`config.mk`:
```
export PLATFORM = sky130hd
export DESIGN_NAME = noc_merge_arbiter_flat
export DESIGN_NICKNAME = d
export VERILOG_FILES = /design/src/rtl/noc_merge_arbiter_if.sv /design/src/rtl/noc_merge_arbiter.sv /design/src/flat_wrapper.sv
export SDC_FILE = /design/constraint.sdc
export NUM_CORES = 1
export LEC_CHECK = 0
export ABC_AREA = 1
export BUFFER_PORTS_ARGS = -buffer_cell sky130_fd_sc_hd__buf_2
export CAP_MARGIN = 20
export CELL_PAD_IN_SITES_DETAIL_PLACEMENT = 2
export CELL_PAD_IN_SITES_GLOBAL_PLACEMENT = 2
export CORE_AREA = 2 2 65 61
export CTS_CLUSTER_DIAMETER = 200
export DETAILED_ROUTE_END_ITERATION = 10
export DIE_AREA = 0 0 67 63
export PLACE_DENSITY = 0.8
export SLEW_MARGIN = 5
export SYNTH_ARGS = -nofsm -noshare
export SYNTH_HDL_FRONTEND = slang
export SYNTH_SLANG_ARGS = --single-unit
```
`constraint.sdc`:
```
create_clock -name CLK -period 1.9 [get_ports CLK]
set_input_delay 0.19 -clock CLK [delete_from_list [all_inputs] [get_ports CLK]]
set_output_delay 0.19 -clock CLK [all_outputs]
set_load 0.005 [all_outputs]
```
`src/rtl/noc_merge_arbiter_if.sv`:
```
`timescale 1ns/1ps
`default_nettype none
// ============================================================================
// Module   : noc_merge_arbiter_if
// Purpose  : Bundles the two requester flit streams, the merged output flit
//            stream and the select-token channel of the NoC merge arbiter.
// Signals  : in0_data/in0_valid/in0_ready  - requester 0 flit stream
//            in1_data/in1_valid/in1_ready  - requester 1 flit stream
//            out_data/out_valid/out_ready  - merged flit stream
//            s_data/s_valid/s_ready        - per-packet winner token
// Modports : slave  - the arbiter side (consumes in*, produces out/s)
//            master - the environment side (produces in*, consumes out/s)
// Revision : 1.0 - initial release
// ============================================================================
interface noc_merge_arbiter_if #(
  parameter int W = 9
);
  logic [W-1:0] in0_data;
  logic         in0_valid;
  logic         in0_ready;
  logic [W-1:0] in1_data;
  logic         in1_valid;
  logic         in1_ready;
  logic [W-1:0] out_data;
  logic         out_valid;
  logic         out_ready;
  logic         s_data;
  logic         s_valid;
  logic         s_ready;

  modport slave (
    input  in0_data, in0_valid, in1_data, in1_valid, out_ready, s_ready,
    output in0_ready, in1_ready, out_data, out_valid, s_data, s_valid
  );

  modport master (
    output in0_data, in0_valid, in1_data, in1_valid, out_ready, s_ready,
    input  in0_ready, in1_ready, out_data, out_valid, s_data, s_valid
  );
endinterface
`default_nettype wire

```
`src/rtl/noc_merge_arbiter.sv`:
```
`timescale 1ns/1ps
`default_nettype none
// ============================================================================
// Module   : noc_merge_arbiter
// Purpose  : Two-input packet merge. Picks one requester per packet, emits a
//            select token naming the winner, then forwards that requester's
//            flits (head through tail, tail = data[W-1]) to a registered
//            output without interleaving the two streams.
// Ports    : CLK     - clock, rising edge
//            _RESET  - asynchronous active-low reset
//            bus     - noc_merge_arbiter_if.slave (in0, in1, out, s channels)
// Revision : 1.0 - initial release
// ============================================================================
module noc_merge_arbiter #(
  parameter int W = 9
) (
  input  logic               CLK,
  input  logic               _RESET,
  noc_merge_arbiter_if.slave bus
);

  typedef enum logic [1:0] {
    IDLE  = 2'd0,
    LOCK0 = 2'd1,
    LOCK1 = 2'd2
  } state_t;

  state_t       state_q;
  logic         prio_q;
  logic         out_valid_q;
  logic [W-1:0] out_data_q;
  logic         s_valid_q;
  logic         s_data_q;

  logic         out_free;
  logic         slot_free;
  logic         in0_rdy;
  logic         in1_rdy;
  logic         acc0;
  logic         acc1;
  logic         acc;
  logic [W-1:0] acc_data;
  logic         tail;
  logic         grant;
  logic         winner;

  // The output register can take a flit when empty or being drained now.
  assign out_free  = !out_valid_q || bus.out_ready;
  // A new token may be written when the slot is empty or being drained now;
  // this only gates new grants, never flits of the packet in progress.
  assign slot_free = !s_valid_q || bus.s_ready;

  assign in0_rdy  = (state_q == LOCK0) && out_free;
  assign in1_rdy  = (state_q == LOCK1) && out_free;
  assign acc0     = bus.in0_valid && in0_rdy;
  assign acc1     = bus.in1_valid && in1_rdy;
  assign acc      = acc0 || acc1;
  assign acc_data = acc1 ? bus.in1_data : bus.in0_data;
  assign tail     = acc && acc_data[W-1];

  assign grant  = (state_q == IDLE) && (bus.in0_valid || bus.in1_valid) && slot_free;
  // Under contention the preferred input wins, otherwise whichever is valid.
  assign winner = (bus.in0_valid && bus.in1_valid) ? prio_q : bus.in1_valid;

  always_ff @(posedge CLK or negedge _RESET) begin
    if (!_RESET) begin
      state_q     <= IDLE;
      prio_q      <= 1'b0;
      out_valid_q <= 1'b0;
      out_data_q  <= '0;
      s_valid_q   <= 1'b0;
      s_data_q    <= 1'b0;
    end else begin
      // Accept has priority over drain so a simultaneous drain+accept
      // reloads the register and sustains one flit per cycle.
      if (acc) begin
        out_data_q  <= acc_data;
        out_valid_q <= 1'b1;
      end else if (bus.out_ready) begin
        out_valid_q <= 1'b0;
      end

      if (grant) begin
        s_data_q  <= winner;
        s_valid_q <= 1'b1;
        prio_q    <= ~winner;
      end else if (bus.s_ready) begin
        s_valid_q <= 1'b0;
      end

      case (state_q)
        IDLE:         if (grant) state_q <= winner ? LOCK1 : LOCK0;
        LOCK0, LOCK1: if (tail)  state_q <= IDLE;
        default:      state_q <= IDLE;
      endcase
    end
  end

  assign bus.in0_ready = in0_rdy;
  assign bus.in1_ready = in1_rdy;
  assign bus.out_data  = out_data_q;
  assign bus.out_valid = out_valid_q;
  assign bus.s_data    = s_data_q;
  assign bus.s_valid   = s_valid_q;

endmodule
`default_nettype wire

```
`src/flat_wrapper.sv`:
```
// flat-port wrapper written by rule: the top's interface ports become plain ports
module noc_merge_arbiter_flat 
#(
  parameter int W = 9
)
  (CLK, _RESET, bus_in0_data, bus_in0_valid, bus_in1_data, bus_in1_valid, bus_out_ready, bus_s_ready, bus_in0_ready, bus_in1_ready, bus_out_data, bus_out_valid, bus_s_data, bus_s_valid);
  noc_merge_arbiter_if #(.W(W)) bus_i ();
  input  logic CLK;
  input  logic _RESET;
  input wire logic [$bits(bus_i.in0_data)-1:0] bus_in0_data;
  input wire logic [$bits(bus_i.in0_valid)-1:0] bus_in0_valid;
  input wire logic [$bits(bus_i.in1_data)-1:0] bus_in1_data;
  input wire logic [$bits(bus_i.in1_valid)-1:0] bus_in1_valid;
  input wire logic [$bits(bus_i.out_ready)-1:0] bus_out_ready;
  input wire logic [$bits(bus_i.s_ready)-1:0] bus_s_ready;
  output wire logic [$bits(bus_i.in0_ready)-1:0] bus_in0_ready;
  output wire logic [$bits(bus_i.in1_ready)-1:0] bus_in1_ready;
  output wire logic [$bits(bus_i.out_data)-1:0] bus_out_data;
  output wire logic [$bits(bus_i.out_valid)-1:0] bus_out_valid;
  output wire logic [$bits(bus_i.s_data)-1:0] bus_s_data;
  output wire logic [$bits(bus_i.s_valid)-1:0] bus_s_valid;
  assign bus_i.in0_data = bus_in0_data;
  assign bus_i.in0_valid = bus_in0_valid;
  assign bus_i.in1_data = bus_in1_data;
  assign bus_i.in1_valid = bus_in1_valid;
  assign bus_i.out_ready = bus_out_ready;
  assign bus_i.s_ready = bus_s_ready;
  assign bus_in0_ready = bus_i.in0_ready;
  assign bus_in1_ready = bus_i.in1_ready;
  assign bus_out_data = bus_i.out_data;
  assign bus_out_valid = bus_i.out_valid;
  assign bus_s_data = bus_i.s_data;
  assign bus_s_valid = bus_i.s_valid;
  noc_merge_arbiter #(.W(W)) u_core (.CLK(CLK), ._RESET(_RESET), .bus(bus_i));
endmodule
```
==> results.txt <==
The post-detailed-route via-to-cell ratio was 4.341; the antenna cell count was 0. Once layout is done, the placed cells without fillers occupy 1079 sq um. The average instance area after synthesis is 8.088 sq um, and the HPWL after detailed placement is 2.005 mm. The net count of the mapped netlist is 124. The number of slew-limit violations in the final report came out at 0. The worst-case IR drop observed on VDD is 0.3349 mV. The depth of the worst register-to-register path was 10; the global-route track usage on met2 was 22.40%.

dfrtp_1 takes more of the synthesized area than any other cell. The floorplan core area is 3573 sq um, and the instance count of the mapped netlist is 97. In this run the worst hold path is classified as input port to flip-flop. The post-place instance area was 1023 sq um; the ratio of total power to cell area was 1382 nW/um^2.

The tools report the destination of the worst register-to-register timing path as u_core.state_q[1]. The vertical die dimension is 63 microns. The analysis attributes to cell leakage a power of 0.6056 nW. The most used flip-flop cell after synthesis is dfrtp_1. The routed design could run at a clock period as short as 1.592 ns.

TritonCTS built the clock tree. Transition time of the tightest slew-check pin: 0.3538 ns. Setup repair after global routing left no endpoint under its margin. Layer with the highest usage after global routing: met2.

The floorplan has 21 rows. The post-route netlist has 36.69% of its cells at a drive strength greater than 1. After layout, the worst path uses 83.80% of the clock period. Setup violations remaining at the end of the flow were counted as 0.

After synthesis the cells add up to 784.5 sq um. For this run, the top clock speed supported by timing is 628.1 MHz. The flow ran to the end, and the final reports show no timing, DRC or antenna violations. For the worst setup path, the data arrival time is 1.73 ns. Startpoint type of the worst setup path: a flip-flop. The tools report the CTS H-tree depth as 1.

In the post-synthesis netlist, the cell with the most instances is nand2_1. The end-of-flow core utilization is 30.18%. The logs give 2 for the maximum root-to-sink buffer count and 6 for the DRC marker count from the first detailed-route iteration. Clock-pin slew was measured on the worst setup and hold paths at 0.06 ns. The number of synthesized register bits is 15, and the count of unique library cells instantiated by Yosys is 15. The number of maximum-capacitance violations is 0, and the count of vias placed by the detailed router is 803. Summed over all layers, the routed wires come to 2.513 mm. Entering global routing, the biggest net connects 16 pins. The initial utilization of the core area, before any placement, comes to 21.95%. For this run, global-route usage on met3 was measured as 2.523%.

The cell sitting at the root of the clock tree is a clkbuf_8. The post-detailed-route wirelength per cell is 13.58 microns, and the wire length of the first global-routing pass is 4.312 mm. The setup path with the least slack is of type flip-flop to flip-flop. Of the post-synthesis cell area, the dominant cell type holds 47.85%.

The relative max-transition margin came out at 76.42%. The total setup buffers inserted after CTS was 0. The final weighted congestion in routability-driven placement was 0.8403; the DRC violation count after routing was 0. The clock skew after layout is 0.0009919 ns, and the number of stages on the worst hold path is 3. Area growth from synthesis to final layout: 37.48%.

Port buffering added 37 buffers. Summing the sequential cell areas from Yosys gives 47.85% of the chip area. The net count of the finished layout is 167. For this run, the total global-route usage over all layers was measured as 13.60%.

Final hold analysis gives a worst-case slack of 0.2033 ns. The later pin in the worst-skew pair is clocked with a latency of 0.24 ns. The run gives 0.31 ns as the worst setup slack for register-to-register paths.

In this run the worst path has a maximum fanout of 10. The critical path ends at u_core.state_q[1]. The timing startpoint of the critical path is u_core.state_q[0]. The detail route stage leaves a number of antenna-violating nets equal to 0. Yosys printed 0 warnings. Summed over all layers, the global routing overflow is 0.

Before antenna repair, the detailed router went through 4 iterations. The run gives 0 as the total count of hold-check failures in the final report. The commonest cells after synthesis are nand2_1 (19), o21ai_1 (17), dfrtp_1 (15).

The startpoint identified for the worst register-to-register timing path is u_core.state_q[0]. Measured along the x axis, the die boundary spans 67 microns. The run gives 0 ns as the final setup TNS. The logs give 38 for the total I/O pin count and 3 for the number of clock buffers inserted by TritonCTS. The die covers 4221 sq um. For this run, global-route usage on met1 was measured as 17.58%.

In the post-synthesis netlist, the biggest area contributors are dfrtp_1 (48%), o21ai_1 (11%), nand2_1 (9.1%), inv_1 (6.7%), nor2_1 (6.2%). The worst setup path is captured at a flip-flop. For this run, asynchronously set or reset flops after synthesis account for 100.0%.

For the worst setup path, the data required time is 2.04 ns. The number of global-route vias before repair was 856; the number of enable-type register cells in the synthesized netlist was 0. The run gives 0 as the initial antenna violation count. The number of sinks driven by the clock tree came out at 15.
==> routing by layer <==
metal | part of all wire [%] | up-vias
met2 | 51 | 23
met3 | 4.9 | 2
met5 | 0 | -
met1 | 43 | 392
met4 | 0.80 | 0
li1 | - | 386
==> through the flow <==
step                setup WS, ns   power, W  cells
floorplan                 0.5734  0.0009461     97
global placement          0.4801   0.001190    180
detailed placement        0.3334   0.001248    180
CTS                       0.3012   0.001520    185
global route              0.1789   0.001651    185
finish                    0.3078   0.001491    185
==> cell families (layout without fill, tap and decap cells) <==
kind of cell | count (synthesis) | in the layout | synth area share, %
and+or+nand+nor | 42 | 42 | 24.56
adders and majority gates | 3 | 3 | 4.785
buffers and inverters | 17 | 59 | 9.091
DFF | 15 | 15 | 47.85
AOI/OAI and AO/OA | 20 | 20 | 13.72
==> timing repair <==
item                                   CTS  global route
endpoints found under the hold margin   15             0
gates resized for setup                  0             0
hold buffers                             1             0
setup endpoints to repair                0             0
==> sequential cells by signal (all words and copies together), names as in the netlist <==
register / flops
u_core.bus.s_data: 1
u_core.bus.out_data: 9
u_core.bus.out_valid: 1
u_core.state_q: 2
u_core.bus.s_valid: 1
u_core.prio_q: 1
==> worst min path at each step <==
stage	endpoint	from	slack (ns)
floorplan	u_core.bus.out_data[0]	_RESET	-0.11
global placement	u_core.prio_q	_RESET	0.13
detailed placement	u_core.prio_q	_RESET	0.13
CTS	u_core.bus.out_data[5]	bus_in1_data[5]	0.21
global route	u_core.bus.out_data[5]	bus_in1_data[5]	0.22
finish	u_core.bus.out_data[5]	bus_in1_data[5]	0.20
==> placed cells by master, fill, tap and decap left out, drive strengths merged, types with 2 or more instances in the layout <==
cell type,instances
buf,38
nand2,24
o21ai,17
inv,16
dfrtp,15
nor2,13
clkbuf,4
nand3,4
ha,3
a21oi,2
==> where the power goes <==
group | switching [W] | total, W | internal [W] | leakage, nW
clock | 0.000114 | 0.000262 | 0.000148 | 0.0228
combinational | 0.000402 | 0.000680 | 0.000278 | 0.397
sequential | 0.0000816 | 0.000549 | 0.000468 | 0.186
==> critical path, cell delays in order, from the launching register on <==
cell and delay (ns):
dfrtp_1 0.41, inv_1 0.10, ha_1 0.22, nand3_2 0.10, buf_4 0.19, nand2_4 0.06, nand3_2 0.10, nand2_2 0.11
nand2_2 0.06, nand2_1 0.08, nand2_1 0.05
==> area by class of cell <==
class	instances	area (sq um)
Inverter	16	60.06
Clock buffer	4	45.04
Multi-Input combinational cell	65	337.8
Timing Repair Buffer	39	202.7
Sequential cell	15	375.4
Tap cell	46	57.56
Fill cell	446	2495
Power figures use the tool's default switching activity.
